## src/rtl/scroll_pkg.sv

```systemverilog
// scroll_pkg
// Shared definitions for the scrolling message display:
//   - state_t   : controller FSM states
//   - CODE_W    : width of one character code
//   - PTR_W     : width of the message window pointer
//   - MSG_ROM   : 16 x 4-bit message contents (identity 0x0..0xF by default)
//   - rom_at()  : window lookup with modulo-16 index wrap
package scroll_pkg;

    localparam int CODE_W    = 4;
    localparam int PTR_W     = 4;
    localparam int ROM_DEPTH = 16;

    typedef enum logic [1:0] {
        S_MANUAL = 2'd0,
        S_AUTO   = 2'd1,
        S_HOLD   = 2'd2
    } state_t;

    // Element 0 sits in the least significant nibble.
    localparam logic [ROM_DEPTH-1:0][CODE_W-1:0] MSG_ROM = {
        4'hF, 4'hE, 4'hD, 4'hC, 4'hB, 4'hA, 4'h9, 4'h8,
        4'h7, 4'h6, 4'h5, 4'h4, 4'h3, 4'h2, 4'h1, 4'h0
    };

    // The index is carried in PTR_W bits, so base+offset wraps modulo 16.
    function automatic logic [CODE_W-1:0] rom_at(input logic [PTR_W-1:0] base,
                                                 input logic [PTR_W-1:0] offset);
        logic [PTR_W-1:0] idx;
        idx = base + offset;
        return MSG_ROM[idx];
    endfunction

endpackage

```

## src/rtl/button_debouncer.sv

```systemverilog
// button_debouncer
// Two-flop synchronizer followed by a stability counter. The debounced level
// only flips after the synchronized input has disagreed with it for
// DEBOUNCE_CYCLES consecutive cycles.
// Ports:
//   clk              : system clock
//   reset            : synchronous, active-low reset
//   BTN2             : raw asynchronous, bouncing button
//   stabilizedButton : debounced button level (registered)
module button_debouncer #(
    parameter int DEBOUNCE_CYCLES = 500000
) (
    input  logic clk,
    input  logic reset,
    input  logic BTN2,
    output logic stabilizedButton
);

    localparam int CNT_W = $clog2(DEBOUNCE_CYCLES + 1);
    localparam logic [CNT_W-1:0] CNT_LAST = CNT_W'(DEBOUNCE_CYCLES - 1);

    logic             sync1_reg;
    logic             sync2_reg;
    logic [CNT_W-1:0] count_reg;
    logic             stable_reg;

    always_ff @(posedge clk) begin
        if (!reset) begin
            sync1_reg  <= 1'b0;
            sync2_reg  <= 1'b0;
            count_reg  <= '0;
            stable_reg <= 1'b0;
        end else begin
            sync1_reg <= BTN2;
            sync2_reg <= sync1_reg;
            if (sync2_reg != stable_reg) begin
                // The edge that would bring the count to DEBOUNCE_CYCLES
                // flips the level instead and restarts the count.
                if (count_reg == CNT_LAST) begin
                    stable_reg <= ~stable_reg;
                    count_reg  <= '0;
                end else begin
                    count_reg <= count_reg + CNT_W'(1);
                end
            end else begin
                count_reg <= '0;
            end
        end
    end

    assign stabilizedButton = stable_reg;

endmodule

```

## src/rtl/scroll_controller.sv

```systemverilog
// scroll_controller
// Scrolls a 16-entry message across a four-digit display, one position per
// button press (manual) or per AUTO_PERIOD cycles (auto). In auto mode a
// press toggles between running and holding.
// Ports:
//   clk              : system clock
//   reset            : synchronous, active-low reset
//   BTN2             : raw step/pause button
//   mode             : 0 = manual step, 1 = auto scroll
//   digit3..digit0   : character codes, digit3 leftmost (registered)
//   msg_ptr          : window start index (registered)
//   step_pulse       : one-cycle pulse on each advance (registered)
//   stabilizedButton : debounced BTN2 level (registered)
module scroll_controller
    import scroll_pkg::*;
#(
    parameter int DEBOUNCE_CYCLES = 500000,
    parameter int AUTO_PERIOD     = 25000000
) (
    input  logic        clk,
    input  logic        reset,
    input  logic        BTN2,
    input  logic        mode,
    output logic [3:0]  digit3,
    output logic [3:0]  digit2,
    output logic [3:0]  digit1,
    output logic [3:0]  digit0,
    output logic [3:0]  msg_ptr,
    output logic        step_pulse,
    output logic        stabilizedButton
);

    localparam int PRE_W = (AUTO_PERIOD > 1) ? $clog2(AUTO_PERIOD) : 1;
    localparam logic [PRE_W-1:0] PRE_LAST = PRE_W'(AUTO_PERIOD - 1);

    logic              stable;
    logic              stable_d_reg;
    logic              press;
    state_t            state_reg;
    state_t            state_next;
    logic [PRE_W-1:0]  presc_reg;
    logic [PRE_W-1:0]  presc_next;
    logic [PTR_W-1:0]  ptr_reg;
    logic [PTR_W-1:0]  ptr_next;
    logic              advance;
    logic              step_reg;
    logic [CODE_W-1:0] digit_reg  [4];
    logic [CODE_W-1:0] digit_next [4];

    button_debouncer #(
        .DEBOUNCE_CYCLES(DEBOUNCE_CYCLES)
    ) u_debouncer (
        .clk              (clk),
        .reset            (reset),
        .BTN2             (BTN2),
        .stabilizedButton (stable)
    );

    // Rising edge of the debounced level only; releases are ignored.
    assign press = stable & ~stable_d_reg;

    always_comb begin
        state_next = state_reg;
        presc_next = presc_reg;
        advance    = 1'b0;
        case (state_reg)
            S_MANUAL: begin
                presc_next = '0;
                advance    = press;
                if (mode) begin
                    state_next = S_AUTO;
                end
            end
            S_AUTO: begin
                if (!mode) begin
                    state_next = S_MANUAL;
                    presc_next = '0;
                end else if (press) begin
                    // Press beats a coincident terminal count: the prescaler
                    // stays where it is and nothing advances.
                    state_next = S_HOLD;
                end else if (presc_reg == PRE_LAST) begin
                    presc_next = '0;
                    advance    = 1'b1;
                end else begin
                    presc_next = presc_reg + PRE_W'(1);
                end
            end
            S_HOLD: begin
                if (!mode) begin
                    state_next = S_MANUAL;
                    presc_next = '0;
                end else if (press) begin
                    state_next = S_AUTO;
                end
            end
            default: begin
                state_next = S_MANUAL;
                presc_next = '0;
            end
        endcase
        ptr_next = advance ? (ptr_reg + PTR_W'(1)) : ptr_reg;
    end

    always_ff @(posedge clk) begin
        if (!reset) begin
            state_reg    <= S_MANUAL;
            presc_reg    <= '0;
            ptr_reg      <= '0;
            step_reg     <= 1'b0;
            stable_d_reg <= 1'b0;
        end else begin
            state_reg    <= state_next;
            presc_reg    <= presc_next;
            ptr_reg      <= ptr_next;
            step_reg     <= advance;
            stable_d_reg <= stable;
        end
    end

    // Digits are looked up from the next pointer so they change on the same
    // edge as msg_ptr. Digit gi shows window position 3-gi.
    generate
        for (genvar gi = 0; gi < 4; gi++) begin : g_digit
            assign digit_next[gi] = rom_at(ptr_next, PTR_W'(3 - gi));

            always_ff @(posedge clk) begin
                if (!reset) begin
                    digit_reg[gi] <= rom_at('0, PTR_W'(3 - gi));
                end else begin
                    digit_reg[gi] <= digit_next[gi];
                end
            end
        end
    endgenerate

    assign digit3           = digit_reg[3];
    assign digit2           = digit_reg[2];
    assign digit1           = digit_reg[1];
    assign digit0           = digit_reg[0];
    assign msg_ptr          = ptr_reg;
    assign step_pulse       = step_reg;
    assign stabilizedButton = stable;

endmodule
```

## config.mk

```make
export PLATFORM = sky130hd
export DESIGN_NAME = scroll_controller
export DESIGN_NICKNAME = d
export VERILOG_FILES = /design/src/rtl/scroll_pkg.sv /design/src/rtl/button_debouncer.sv /design/src/rtl/scroll_controller.sv
export SDC_FILE = /design/constraint.sdc
export NUM_CORES = 1
export LEC_CHECK = 0
export ABC_AREA = 1
export CAP_MARGIN = 30
export CORE_MARGIN = 2
export CORE_UTILIZATION = 58
export CTS_CLUSTER_SIZE = 25
export DETAILED_ROUTE_END_ITERATION = 6
export PLACE_DENSITY_LB_ADDON = 0.15
export SLEW_MARGIN = 20
export SYNTH_ARGS = -nofsm -noshare
export SYNTH_HDL_FRONTEND = slang
export SYNTH_HIERARCHICAL = 1
export SYNTH_SLANG_ARGS = --single-unit
export TNS_END_PERCENT = 5
```

## constraint.sdc

```tcl
create_clock -name clk -period 2.8 [get_ports clk]
set_clock_uncertainty 0.05 [all_clocks]
set_input_delay 0.56 -clock clk [delete_from_list [all_inputs] [get_ports clk]]
set_output_delay 0.56 -clock clk [all_outputs]
set_load 0.005 [all_outputs]
```

==> reports/metrics.csv <==
metric;value;unit
status;finished, final reports clean;
DP Cell Count;579;
initial antenna violation count;0;
crit end category;flop;
Setup Buffers After CTS;0;
period utilization;87.8;%
Longest Clk Path Bufs;2;
pre-CTS WS;0.0274;ns
drt wl/cell;11.7;um
Critical Path Start;mode;
worst reg2reg path startpoint;presc_reg[0];
endpoints failing hold;0;
Finished Layout Cells;594;
largest net degree at the start of global routing;14;
Max-cap violations;0;
area occupied by multi-input gates;1750;um^2
Buf+Inv Stages, Crit Path;5;
share of cells above drive strength 1;12.8;%
Int Power;1.39;mW
final worst-path setup slack;0.342;ns
pwr dens;450;nW/um^2
DR vias;3052;
Psw;357;uW
cell with the most instances after synthesis;nand2_1;
Worst Reg-to-Reg Cells;16;
Max FO, Critical Path;7;
sequential fraction of the synthesis area;38.2;%
unrepaired setup endpoints after global routing;false;
slowest CP cell;clkdlybuf4s50_1;
Max Transition Viols Final;0;
die width;80.6;um
Worst Max-Slew Pin Slew;0.407;ns
H-tree depth;3;
total routed wirelength;6.96;mm
GRT overflow;0;
crit-path cells;clkdlybuf4s50_1 > inv_1 > nor2_2 > inv_2 > nor2_1 > nand3_2 > nand2_4 > nand2_4 > o21ai_2 > inv_1 > ha_1 > inv_1 > nand2_1 > nand2_1 > nand2_1 > nor2_1;
Min-Delay Startpoint;u_debouncer/sync1_reg;
clock slew at reported path FFs;0.07;ns
area of the mapped netlist;3400;um^2
Die Area;6500;um^2
Die H;80.6;um
HPWL after DPL;5.18;mm
Unique masters post-synth;34;
initial DRC count;163;
Post-Syn Area per Cell;6.95;um^2
crit path time final;2.46;ns
Synth warnings;6;
critical path depth;16;
Yosys reg bits;65;
most frequent cells after synthesis;nand2_1 (102), nor2_1 (79), dfxtp_1 (65);
Layout area overhead;14.0;%
hold depth;2;
setup TNS;0;ns
met3 WL;286;um
Startpoint Class;primary input;
DR pass1 iterations;5;
CTS root buf;clkbuf_8;
top cells by area, synth;dfxtp_1 (38%), nand2_1 (11%), nor2_1 (8.7%), inv_1 (6.7%), nand3_1 (4.6%);
Hold Path Class;flop to flop;
FILL cells;486;
fin nets;529;
clk_lat worst skew;0.33;ns
# DRC;0;
crit-path leading delay family;buffers and inverters;
port bufs;25;
Sequential Power Share;53.2;%
Synth Flop Type;dfxtp_1;
routability cong.;0.913;
vias in the first global route;2875;
arrival time worst endpoint;2.68;ns
cts hold-fix bufs;0;
final design utilization;69.7;%
Final setup violation count;0;
CTS Buf Count;9;
M1 WL;3.30;mm
Syn Nets;501;
Max Used Layer;met4;
Reg area;1300;um^2
worst IR drop on VDD;318;uV
CTS tree;done;
total power;1.75;mW
Pleak;1.49;nW
worst path required time;3.02;ns
crit-path max cell delay;0.48;ns
post-CTS resize count;0;
leading area contributor after synthesis;dfxtp_1;
Slew headroom;72.7;%
CTS sink count;65;
metal2 WL;3.26;mm
ANT nets after route;0;
post-synthesis async set-or-reset flop share;0;%
share of the synthesized area in the top cell type;38.2;%
row cnt;27;
critical path type;primary input to flop;
Clk pwr share;45.2;%
Mapped Cells;490;
Via density;5.14;
FMAX;0.407;GHz
core area;5570;um^2
io pins;26;
GRT Util Overall;23.7;%
antenna cells;0;
first-pass GRT wire length;12.2;mm
Initial Utilization;61.1;%
switching share of power;20.4;%
Largest register FFs;25;
Post-synth EDFFs;0;
combinational power share;1.6;%
metal layers:
| metal | track usage [%] | vias up |
|---|---|---|
| met5 | 0 | - |
| li1 | - | 1594 |
| met3 | 4.61 | 12 |
| met4 | 8.98 | 0 |
| met2 | 40.6 | 67 |
| met1 | 29.4 | 1379 |
logic make-up after synthesis:
family | synth area share (%)
and+or+nand+nor | 38.6
buffers and inverters | 10.3
DFF | 38.2
AOI/OAI and AO/OA | 8.27
xor gates and xnor gates | 2.06
adders and majority gates | 2.57
worst register-to-register path, delay by kind of cell (launching register included):
kind / cells / cell delay [ns]
fa+ha+maj: 2 / 0.44
flops: 1 / 0.36
buf+inv: 2 / 0.21
compound gates: 1 / 0.22
simple gates: 11 / 1.07
worst paths after layout:
check                                to  slack (ns)
setup / recovery        digit_reg[0][3]        0.34
hold / removal    u_debouncer/sync2_reg        0.38
setup reg to reg        digit_reg[0][3]        0.39
hold reg to reg   u_debouncer/sync2_reg        0.38
layout make-up:
cell class | instances | share of cell area (%)
clock inverter | 3 | 1.03
tap | 72 | 2.32
timing repair buffer | 27 | 6.83
sequential | 65 | 33.5
multi-input combinational | 341 | 45.1
inverter | 74 | 7.19
clock buffer | 12 | 4.00
placed cells by master (no fill, tap or decap), drive strengths merged:
| cell | Yosys | routed |
|---|---|---|
| nand2 | 115 | 115 |
| nor2 | 94 | 94 |
| inv | 72 | 72 |
| dfxtp | 65 | 65 |
| nand3 | 36 | 36 |
| a21oi | 26 | 26 |
| clkdlybuf4s50 | 0 | 25 |
| nor3 | 23 | 23 |
| o21ai | 16 | 16 |
| clkbuf | 1 | 12 |
| nand4 | 7 | 7 |
| ha | 7 | 7 |
| xor2 | 6 | 6 |
| clkinv | 2 | 4 |
| o21a | 3 | 3 |
| a211oi | 3 | 3 |
| xnor2 | 2 | 2 |
| buf | 9 | 2 |
| or2 | 2 | 2 |
| o31ai | 1 | 1 |
| bufinv | 0 | 1 |
power by group through the flow:
stage	registers (mW)	clock network, mW	logic (mW)
global route	0.929	0.845	0.0315
finish	0.929	0.789	0.0283
detailed placement	0.950	0	0.0285
floorplan	0.950	0	0.0181
global placement	0.950	0	0.0280
CTS	0.929	0.806	0.0285
per-stage QoR:
| step | instance area [um^2] | hold slack [ns] |
|---|---|---|
| 2_1_floorplan | 3400 | 0.340 |
| 3_3_place_gp | 3690 | 0.345 |
| 3_5_place_dp | 3690 | 0.355 |
| 4_1_cts | 3880 | 0.374 |
| 5_1_grt | 3880 | 0.407 |
| 6_report | 3880 | 0.380 |
Note: power is estimated with default switching activity, not from simulation.
